## src/rtl/morse_encoder.sv

```systemverilog
// ASCII-to-Morse keyer: one character per valid/ready handshake, ITU timing in units of UNIT_TICKS cycles.
// Optional feature macro: MORSE_ENC_LOWERCASE_EN (fold 'a'-'z' onto 'A'-'Z' before lookup).
module morse_encoder #(
    parameter int UNIT_TICKS = 4
) (
    input  logic       clk,
    input  logic       resetn,
    input  logic       char_valid_i,
    input  logic [7:0] char_i,
    output logic       char_ready_o,
    output logic       key_o,
    output logic       busy_o,
    output logic       err_o
);

    localparam int CNT_W = $clog2(4 * UNIT_TICKS + 1);
    localparam logic [CNT_W-1:0] DUR_1U = CNT_W'(UNIT_TICKS - 1);
    localparam logic [CNT_W-1:0] DUR_3U = CNT_W'(3 * UNIT_TICKS - 1);
    localparam logic [CNT_W-1:0] DUR_4U = CNT_W'(4 * UNIT_TICKS - 1);

    typedef enum logic [2:0] {
        IDLE,
        MARK,
        ELEM_GAP,
        CHAR_GAP,
        WORD_GAP,
        ERR
    } state_t;

    state_t           r_state;
    logic [CNT_W-1:0] r_cnt;
    logic [2:0]       r_len;
    logic [4:0]       r_pat;
    logic             r_key;
    logic             r_err;

    state_t           w_state_n;
    logic [CNT_W-1:0] w_cnt_n;
    logic [2:0]       w_len_n;
    logic [4:0]       w_pat_n;
    logic [7:0]       w_char;
    logic [7:0]       w_code;
    logic [2:0]       w_len;
    logic [4:0]       w_pat;

    // {length, pattern}: pattern is left-aligned, bit 4 is the first element, 1 = dash; length 0 = unsupported
    function automatic logic [7:0] lookup(input logic [7:0] c);
        case (c)
            8'h41: return {3'd2, 5'b01000};  // A
            8'h42: return {3'd4, 5'b10000};  // B
            8'h43: return {3'd4, 5'b10100};  // C
            8'h44: return {3'd3, 5'b10000};  // D
            8'h45: return {3'd1, 5'b00000};  // E
            8'h46: return {3'd4, 5'b00100};  // F
            8'h47: return {3'd3, 5'b11000};  // G
            8'h48: return {3'd4, 5'b00000};  // H
            8'h49: return {3'd2, 5'b00000};  // I
            8'h4A: return {3'd4, 5'b01110};  // J
            8'h4B: return {3'd3, 5'b10100};  // K
            8'h4C: return {3'd4, 5'b01000};  // L
            8'h4D: return {3'd2, 5'b11000};  // M
            8'h4E: return {3'd2, 5'b10000};  // N
            8'h4F: return {3'd3, 5'b11100};  // O
            8'h50: return {3'd4, 5'b01100};  // P
            8'h51: return {3'd4, 5'b11010};  // Q
            8'h52: return {3'd3, 5'b01000};  // R
            8'h53: return {3'd3, 5'b00000};  // S
            8'h54: return {3'd1, 5'b10000};  // T
            8'h55: return {3'd3, 5'b00100};  // U
            8'h56: return {3'd4, 5'b00010};  // V
            8'h57: return {3'd3, 5'b01100};  // W
            8'h58: return {3'd4, 5'b10010};  // X
            8'h59: return {3'd4, 5'b10110};  // Y
            8'h5A: return {3'd4, 5'b11000};  // Z
            8'h30: return {3'd5, 5'b11111};  // 0
            8'h31: return {3'd5, 5'b01111};  // 1
            8'h32: return {3'd5, 5'b00111};  // 2
            8'h33: return {3'd5, 5'b00011};  // 3
            8'h34: return {3'd5, 5'b00001};  // 4
            8'h35: return {3'd5, 5'b00000};  // 5
            8'h36: return {3'd5, 5'b10000};  // 6
            8'h37: return {3'd5, 5'b11000};  // 7
            8'h38: return {3'd5, 5'b11100};  // 8
            8'h39: return {3'd5, 5'b11110};  // 9
            default: return 8'h00;
        endcase
    endfunction

`ifdef MORSE_ENC_LOWERCASE_EN
    always_comb begin
        w_char = char_i;
        if (char_i >= 8'h61 && char_i <= 8'h7A) begin
            w_char = char_i - 8'h20;
        end
    end
`else
    assign w_char = char_i;
`endif

    assign w_code = lookup(w_char);
    assign w_len  = w_code[7:5];
    assign w_pat  = w_code[4:0];

    always_comb begin
        w_state_n = r_state;
        w_cnt_n   = (r_cnt != '0) ? r_cnt - CNT_W'(1) : '0;
        w_len_n   = r_len;
        w_pat_n   = r_pat;
        case (r_state)
            IDLE: begin
                if (char_valid_i) begin
                    if (w_char == 8'h20) begin
                        w_state_n = WORD_GAP;
                        w_cnt_n   = DUR_4U;
                    end else if (w_len != 3'd0) begin
                        w_state_n = MARK;
                        w_len_n   = w_len;
                        w_pat_n   = w_pat;
                        w_cnt_n   = w_pat[4] ? DUR_3U : DUR_1U;
                    end else begin
                        w_state_n = ERR;
                        w_cnt_n   = '0;
                    end
                end
            end
            MARK: begin
                if (r_cnt == '0) begin
                    if (r_len > 3'd1) begin
                        w_state_n = ELEM_GAP;
                        w_cnt_n   = DUR_1U;
                    end else begin
                        w_state_n = CHAR_GAP;
                        w_cnt_n   = DUR_3U;
                    end
                end
            end
            ELEM_GAP: begin
                // r_pat[3] is the element that becomes current after the shift
                if (r_cnt == '0) begin
                    w_state_n = MARK;
                    w_len_n   = r_len - 3'd1;
                    w_pat_n   = {r_pat[3:0], 1'b0};
                    w_cnt_n   = r_pat[3] ? DUR_3U : DUR_1U;
                end
            end
            CHAR_GAP, WORD_GAP: begin
                if (r_cnt == '0) begin
                    w_state_n = IDLE;
                end
            end
            ERR: begin
                w_state_n = IDLE;
            end
            default: begin
                w_state_n = IDLE;
                w_cnt_n   = '0;
            end
        endcase
    end

    always_ff @(posedge clk) begin
        if (!resetn) begin
            r_state <= IDLE;
            r_cnt   <= '0;
            r_len   <= '0;
            r_pat   <= '0;
            r_key   <= 1'b0;
            r_err   <= 1'b0;
        end else begin
            r_state <= w_state_n;
            r_cnt   <= w_cnt_n;
            r_len   <= w_len_n;
            r_pat   <= w_pat_n;
            r_key   <= (w_state_n == MARK);
            r_err   <= (w_state_n == ERR);
        end
    end

    assign char_ready_o = (r_state == IDLE);
    assign busy_o       = (r_state != IDLE);
    assign key_o        = r_key;
    assign err_o        = r_err;

endmodule

```

## config.mk

```make
export PLATFORM = sky130hd
export DESIGN_NAME = morse_encoder
export DESIGN_NICKNAME = d
export VERILOG_FILES = /design/src/rtl/morse_encoder.sv
export SDC_FILE = /design/constraint.sdc
export NUM_CORES = 1
export LEC_CHECK = 0
export BUFFER_PORTS_ARGS = -buffer_cell sky130_fd_sc_hd__clkbuf_2
export CAP_MARGIN = 10
export CORE_ASPECT_RATIO = 1.2
export CORE_MARGIN = 2
export CORE_UTILIZATION = 45
export DETAILED_ROUTE_END_ITERATION = 8
export MAX_ROUTING_LAYER = met4
export PLACE_DENSITY_LB_ADDON = 0.1
export SLEW_MARGIN = 25
export SYNTH_ARGS = -nofsm -noshare
export SYNTH_HDL_FRONTEND = slang
export SYNTH_SLANG_ARGS = --single-unit
```

## constraint.sdc

```tcl
create_clock -name clk -period 2.7 [get_ports clk]
set_input_delay 0.27 -clock clk [delete_from_list [all_inputs] [get_ports clk]]
set_output_delay 0.27 -clock clk [all_outputs]
set_load 0.02 [all_outputs]
```

Word-level counts from Yosys, hierarchy flattened
Memory sizes are Yosys's and may differ from the RTL's.
Index checks and enable logic that the tools add are counted.
{"block": "op_classes", "eq_ne": 12, "n_addsub": 2, "muxes": 29, "reduce_logical": 9, "magnitude_cmp": 1}
{"operator": "$mux W4", "n": 9}
{"operator": "$mux W3", "n": 10}
{"operator": "$mux W5", "n": 4}
{"operator": "$pmux W5 S4", "n": 1}
{"operator": "$pmux W3 S4", "n": 1}
{"operator": "$eq A3 B3 Y1 const B", "n": 3}
{"operator": "$eq A8 B6 Y1 const B", "n": 1}
{"operator": "$mux W8", "n": 1}
{"operator": "$pmux W4 S2", "n": 1}
{"operator": "$eq A3 B1 Y1 const B", "n": 2}
{"operator": "$eq A3 B2 Y1 const B", "n": 2}
{"operator": "$ne A2 B2 Y1 const B", "n": 3}
{"operator": "$pmux W3 S2", "n": 1}
{"operator": "$reduce_bool A3 Y1", "n": 2}
{"operator": "$logic_not A5 Y1", "n": 1}
{"operator": "$reduce_and A5 Y1", "n": 1}
{"operator": "$reduce_bool A5 Y1", "n": 1}
{"operator": "$sub A5 B1 Y5 const B", "n": 1}
{"operator": "$gt A3 B1 Y1 const B", "n": 1}
{"operator": "$logic_not A3 Y1", "n": 1}
{"operator": "$reduce_or A3 Y1", "n": 1}
{"operator": "$sub A3 B1 Y3 const B", "n": 1}
{"operator": "$ne A2 B1 Y1 const B", "n": 1}
{"operator": "$reduce_bool A2 Y1", "n": 1}
{"operator": "2 further kinds", "n": 2}
{"block": "word_totals", "output_inout_bits": 4, "ff_bits": 17, "mem_count": 1, "mem_bits_ro": 1024, "in_bits": 11, "elab_cells": 60}
{"name": "(name not given)", "words": 128, "width": 8, "rd": 1, "rd_ports_with_merged_regs": 0, "wr": 0, "line_no": "48", "rtl": "case (c)"}

Longest topological paths before layout
Gate-level depths: netlist of the first run.
An unclocked memory read counts as a cell.
{"block": "depth", "word_depth": 8, "depth_mapped": 10, "mapped_depth_nobuf": 9}

Least setup slack after synthesis of the first run
Ideal clock, no wire load.
{"block": "synth_timing", "path_type": "input port to flip-flop", "startpoint": "in char_i[0]", "endpoint": "reg r_len[2]", "t_required_ns": 2.580, "stages": 10, "path_slack_ns": 0.739, "setup_time_ns": 0.120, "t_arrival_ns": 1.841, "path_buffers": 1, "path_cell_list": "inv_1 ha_1 or3b_1 a211oi_1 o21ai_1 nand2_1 o31a_1 buf_4 o22ai_1 or2_1"}
{"block": "synth_via", "elab_chain_len": 6, "elab_cells_between_ends": 11, "cone_classes": "eq/ne: 3; mux: 5; reduce/logical: 2; memory: 1"}
{"item": "start: declaration", "line_no": "9", "rtl": "input logic [7:0] char_i,"}
{"item": "$mem_v2 Z128 W8"}
{"item": "$mux W8", "line_no": "48"}
{"item": "$mux W3", "line_no": "115", "rtl": "end else if (w_len != 3'd0) begin"}
{"item": "$mux W3", "line_no": "112", "rtl": "if (w_char == 8'h20) begin"}
{"item": "$mux W3", "line_no": "111", "rtl": "if (char_valid_i) begin"}
{"item": "$pmux W3 S2", "line_no": "109", "rtl": "case (r_state)"}
{"item": "end signal: assignment", "line_no": "172", "rtl": "r_len <= w_len_n;"}
{"item": "end: declaration", "line_no": "32", "rtl": "logic [2:0] r_len;"}
Several ways; a longest one is shown, not always the timed one. The select of a mux whose other input is x is not followed.
A chain may end at the register's enable or synchronous reset.

Final worst setup path of the first run
Same ends and word-level chain as after synthesis.

==> results of run 1 <==
## path summary, 6_finish.rpt
check	from	to
max	char_i[0]	r_len[2]
min	resetn	r_pat[3]
max reg2reg	r_cnt[0]	r_cnt[0]
min reg2reg	r_cnt[4]	r_cnt[4]
## layout make-up
class / instances / area, um2 / area share (%)
multi-input cells: 177 / 1130 / 65.1
flip-flops and latches: 17 / 340 / 19.7
repair buffers: 19 / 108 / 6.22
inverters: 17 / 63.8 / 3.69
well taps: 37 / 46.3 / 2.68
clock buffers: 4 / 45.0 / 2.60
## metrics by stage
step           power (mW)  instances  worst slack [ns]  utilization, %
2_1_floorplan       0.807        222             0.739               -
3_3_place_gp        0.965        267             0.308            50.4
3_5_place_dp        0.974        267             0.267            50.4
4_1_cts              1.17        271             0.524            51.8
5_1_grt              1.26        271             0.386            51.8
6_report             1.19        271             0.524            51.8
## Yosys cell counts (2+ instances only)
master | n | area [um2]
o22ai_1 | 2 | 12.5
nand2b_1 | 7 | 43.8
nand2_1 | 29 | 109
buf_2 | 5 | 25.0
o31ai_1 | 5 | 37.5
o21ai_0 | 11 | 55.1
a211oi_1 | 4 | 30.0
inv_1 | 14 | 52.6
dfxtp_1 | 17 | 340
or3b_1 | 2 | 17.5
nor2_1 | 24 | 90.1
mux2i_1 | 4 | 40.0
or3_1 | 2 | 12.5
clkbuf_1 | 5 | 18.8
and2_1 | 5 | 31.3
a31oi_1 | 6 | 37.5
inv_2 | 3 | 11.3
nor3_1 | 6 | 30.0
a21oi_1 | 15 | 75.1
and3_1 | 3 | 18.8
o21ai_1 | 4 | 20.0
ha_1 | 10 | 125
o211ai_1 | 2 | 15.0
nand3_1 | 5 | 25.0
or2_1 | 2 | 12.5
## kinds of logic (layout without fill, tap and decap cells)
logic type	Yosys count	in the layout	synth area share [%]
AOI/OAI and AO/OA	68	68	29.9
DFF	17	17	21.5
muxes	6	6	4.67
xor gates and xnor gates	1	1	0.554
buffers and inverters	28	40	7.28
and+or+nand+nor	92	92	28.2
adders and majority gates	10	10	7.91
## power by group
part / internal (mW) / leakage (nW) / switching [mW]
clock network: 0.105 / 0.0228 / 0.0848
logic: 0.253 / 0.574 / 0.399
registers: 0.302 / 0.139 / 0.0433
total: 0.660 / 0.736 / 0.527
## tightest hold or removal path: stages
cell and delay (ns):
clkbuf_2 0.14, nand2_1 0.09, o21ai_1 0.05
## routing by layer
metal,GRT usage [%],part of all wire [%],routed length [um]
met5,-,0,0
met4,11.0,3.8,170
met3,2.43,5.2,236
met2,47.7,53,2370
met1,25.7,38,1720
## sequential cells by signal (all words and copies together), names as in the netlist
signal	flops
r_cnt	5
r_state	3
key_o	1
r_pat	4
err_o	1
r_len	3
==> flow_metrics.env, run 1 <==
export IMPL_final_cell_mix="nand2_1 (29), nor2_1 (24), dfxtp_1 (17)"
export IMPL_drcViolationCount=0
export IMPL_die_area_um2=4010
export IMPL_io_pins=15
export IMPL_p_leak_nw=0.736
export IMPL_h_tree_depth=1
export IMPL_drt_pass1_iter_count=7
export IMPL_io_buffers=14
export IMPL_synthFlopType="dfxtp_1"
export IMPL_num_rows=23
export IMPL_cp_slowest_cell="o31a_1"
export IMPL_max_freq_mhz=460
export IMPL_post_route_period_util_pct=80.6
export IMPL_cts_reportedPaths_clkPinSlew_ns=0.06
export IMPL_status="finished, final reports clean"
export IMPL_routed_via_density=6.28
export IMPL_crit_type="input pin to flip-flop"
export IMPL_drt_iter0_markers=106
export IMPL_rr_worst_depth=8
export IMPL_cts_sinks=17
export IMPL_yosysWarnings=0
export IMPL_cp_top_family="compound AO/OA/AOI/OAI gates"
export IMPL_reg2reg_setup_slack_ns=0.54
export IMPL_fin_nets=256
export IMPL_cts_resized_gates=0
export IMPL_grt_pass1_vias=1597
export IMPL_grt_ovfl_total=0
export IMPL_wl_per_cell_um=16.6
export IMPL_maxCapViolCount=0
export IMPL_synth_seq_cells=17
export IMPL_antenna_found_initial=0
export IMPL_drive_gt1_share_pct=12.8
export IMPL_die_w_um=58.1
export IMPL_cts_tree="done"
export IMPL_final_common_cell="nand2_1"
export IMPL_path_depth=10
export IMPL_drv_slew=0
export IMPL_clk_latency_ns=0.25
export IMPL_max_slew_worst_pin_slew_ns=0.493
export IMPL_min_path_type="input pin to flip-flop"
export IMPL_crit_required_ns=2.84
export IMPL_numCtsBuffers=3
export IMPL_period_needed_ns=2.18
export IMPL_fp_dieH_um=68.9
export IMPL_synthArstFlopShare_pct=0
export IMPL_cp_max_fo=9
export IMPL_initial_utilization_pct=47.4
export IMPL_slew_headroom_pct=66.9
export IMPL_synthesis_area_um2=1580
export IMPL_vias=1702
export IMPL_diodes=0
export IMPL_drt_total_wl_um=4500
export IMPL_fin_worst_skew_ns=0.00140
export IMPL_syn_to_final_growth_pct=9.34
export IMPL_root_buffer="clkbuf_8"
export IMPL_ys_seq_area_share_pct=21.5
export IMPL_hpwl_um=3480
export IMPL_cts_max_path_buffers=2
export IMPL_grt_max_degree=20
export IMPL_cts_setup_buffers=0
export IMPL_max_stage_delay_ns=0.38
export IMPL_setup_tns_ns=0
export IMPL_fillCellCount=347
export IMPL_powerDensity_nw_per_um2=686
export IMPL_fp_coreArea_um2=3340
export IMPL_synth_distinct_cells=55
export IMPL_synth_nets=243
export IMPL_critPathCaptureType="flip-flop"
export IMPL_hold_violations=0
export IMPL_avgSynthCellArea_um2=7.12
export IMPL_finalSetupViolations=0
export IMPL_crit_buf_inv=2
export IMPL_gp_congestion=1.05
export IMPL_whs_ns=0.342
export IMPL_ctsHoldBuffers=0
export IMPL_crit_path_start_kind="input pin"
export IMPL_dpl_instance_area_um2=1680
export IMPL_stdcell_area_um2=1730
export IMPL_synthCells=222
export IMPL_synth_edf_count=0
export IMPL_postRouteAntennaNets=0
export IMPL_track_usage_pct=24.9
export IMPL_whs_path_depth=3
export IMPL_worstPathArrival_ns=2.32
export IMPL_grt_setup_unrepaired="no"
export IMPL_peakVddDrop_uv=436
export IMPL_worstPathCellList="clkbuf_2, inv_1, ha_1, or3b_1, a211oi_1, o21ai_1, nand2_1, o31a_1, o22ai_1, or2_1"
export IMPL_grt_pass1_wl_um=7450
(Power assumes the default switching activity.)
==> run 2, diff against run 1 <==
- clock period: 2.7 -> 1.9 ns (I/O delays scaled with it)
==> run 2 against run 1 <==
  * The run now ends with negative setup slack left
  * Global-route usage is 2.2 points higher
  * Via count is 10% higher
  * Sequential power is 46% higher
  * Design area is 26% higher
  * First-iteration DRC count is 18% lower
==> flow_metrics.env, run 2 (synthesis results as in run 1) <==
export IMPL_fp_coreArea_um2=3340
export IMPL_peakVddDrop_uv=878
export IMPL_maxCapViolCount=0
export IMPL_min_path_type="input pin to flip-flop"
export IMPL_status="complete, but fails checks"
export IMPL_drt_total_wl_um=5070
export IMPL_finalWorstSetupSlack_ns=-0.00957
export IMPL_crit_type="flip-flop to flip-flop"
export IMPL_drcViolationCount=0
export IMPL_drive_gt1_share_pct=35.4
export IMPL_finalSetupViolations=4
export IMPL_postRouteAntennaNets=0
export IMPL_io_pins=15
export IMPL_syn_to_final_growth_pct=37.3
export IMPL_powerDensity_nw_per_um2=995
export IMPL_post_route_period_util_pct=101
export IMPL_hpwl_um=3990
export IMPL_place_ws_ns=-0.228
export IMPL_cts_reportedPaths_clkPinSlew_ns=0.06
export IMPL_die_w_um=58.1
export IMPL_grt_ovfl_total=0
export IMPL_final_cell_mix="buf_4 (49), nand2_1 (26), nor2_1 (22)"
export IMPL_cp_max_fo=5
export IMPL_track_usage_pct=27.1
export IMPL_cts_max_path_buffers=2
export IMPL_crit_start="r_cnt[1]"
export IMPL_cts_sinks=17
export IMPL_crit_path_start_kind="flip-flop"
export IMPL_crit_required_ns=2.07
export IMPL_largest_reg_flops=5
export IMPL_diodes=0
export IMPL_wl_per_cell_um=16.0
export IMPL_gp_congestion=0.955
export IMPL_max_slew_worst_pin_slew_ns=0.469
export IMPL_drt_pass1_iter_count=6
export IMPL_fin_nets=302
export IMPL_multiInputGateArea_um2=1210
export IMPL_grt_max_degree=14
export IMPL_grt_setup_unrepaired="yes"
export IMPL_slew_headroom_pct=68.5
export IMPL_h_tree_depth=1
export IMPL_fillCellCount=295
export IMPL_fin_worst_skew_ns=0.00568
export IMPL_numCtsBuffers=3
export IMPL_max_freq_mhz=524
export IMPL_failed_checks="negative setup slack"
export IMPL_hp_start="resetn"
export IMPL_critPathCaptureType="flip-flop"
export IMPL_root_buffer="clkbuf_8"
export IMPL_routed_via_density=5.92
export IMPL_final_core_util_pct=65.0
export IMPL_drt_iter0_markers=87
export IMPL_fp_dieH_um=68.9
export IMPL_worstPathArrival_ns=2.08
export IMPL_final_common_cell="buf_4"
export IMPL_top_register="r_cnt"
export IMPL_clk_latency_ns=0.26
export IMPL_seq_area_um2=342
export IMPL_num_rows=23
export IMPL_drv_slew=0
export IMPL_grt_pass1_vias=1817
export IMPL_p_leak_nw=0.972
export IMPL_grt_pass1_wl_um=7900
export IMPL_period_needed_ns=1.91
export IMPL_die_area_um2=4010
export IMPL_io_buffers=14
export IMPL_initial_utilization_pct=47.4
export IMPL_hold_violations=0
export IMPL_top_regs="r_cnt x5, r_pat x4"
export IMPL_antenna_found_initial=0
export IMPL_cts_tree="done"
export IMPL_reg2reg_from="r_cnt[1]"
export IMPL_vias=1878
run 2: layout make-up:
class                      instances  area share (%)
timing repair buffer              65            21.2
clock buffer                       4            2.07
inverter                          17            2.94
tap                               37            2.13
multi-input combinational        177            55.9
sequential                        17            15.7
run 2: report_power, final:
part / leakage, nW / internal [mW] / switching [mW] / total, mW
Clock: 0.0228 / 0.149 / 0.127 / 0.276
Combinational: 0.811 / 0.689 / 0.691 / 1.38
Sequential: 0.139 / 0.431 / 0.0712 / 0.503
Total: 0.972 / 1.27 / 0.889 / 2.16
run 2: final timing paths:
check / end / slack, ns / cells after the start
worst max-delay path: r_cnt[1] / -0.01 / 8
worst max register to register: r_cnt[1] / -0.01 / 8
worst min-delay path: r_pat[3] / 0.26 / 3
worst min register to register: r_pat[2] / 0.50 / 2
run 2: per-layer routing:
metal	share of wire, %	routed length [um]	vias up	global-route usage [%]
met1	37	1890	871	24.3
met4	3.8	195	0	15.4
met3	4.0	201	17	2.05
met5	0	0	-	-
met2	55	2780	69	55.4
li1	-	-	921	-
run 2: through the flow:
| stage | TNS (ns) | hold WS, ns | cell area [um2] | cells | total power, mW |
|---|---|---|---|---|---|
| after floorplan | 0 | 0.381 | 1580 | 222 | 1.16 |
| after global placement | -1.16 | 0.468 | 1990 | 308 | 1.58 |
| after detailed placement | -1.75 | 0.471 | 1990 | 308 | 1.61 |
| after CTS | 0 | 0.253 | 2130 | 316 | 2.07 |
| after global routing | -0.402 | 0.293 | 2170 | 317 | 2.29 |
| final | -0.0212 | 0.263 | 2170 | 317 | 2.16 |
run 2: timing repair:
action | CTS | global route
pin swaps | 7 | 6
gates resized for setup | 16 | 11
hold buffers | 0 | 0
endpoints found under the setup margin | 9 | 14
setup buffers | 4 | 1
run 2: worst max-delay path, cell delays in order, from the launching register on:
cell	delay, ns
dfxtp_2	0.33
inv_2	0.06
ha_4	0.14
or4b_4	0.53
nor2_4	0.17
inv_2	0.04
a221o_1	0.30
a21o_1	0.19
o31ai_1	0.06
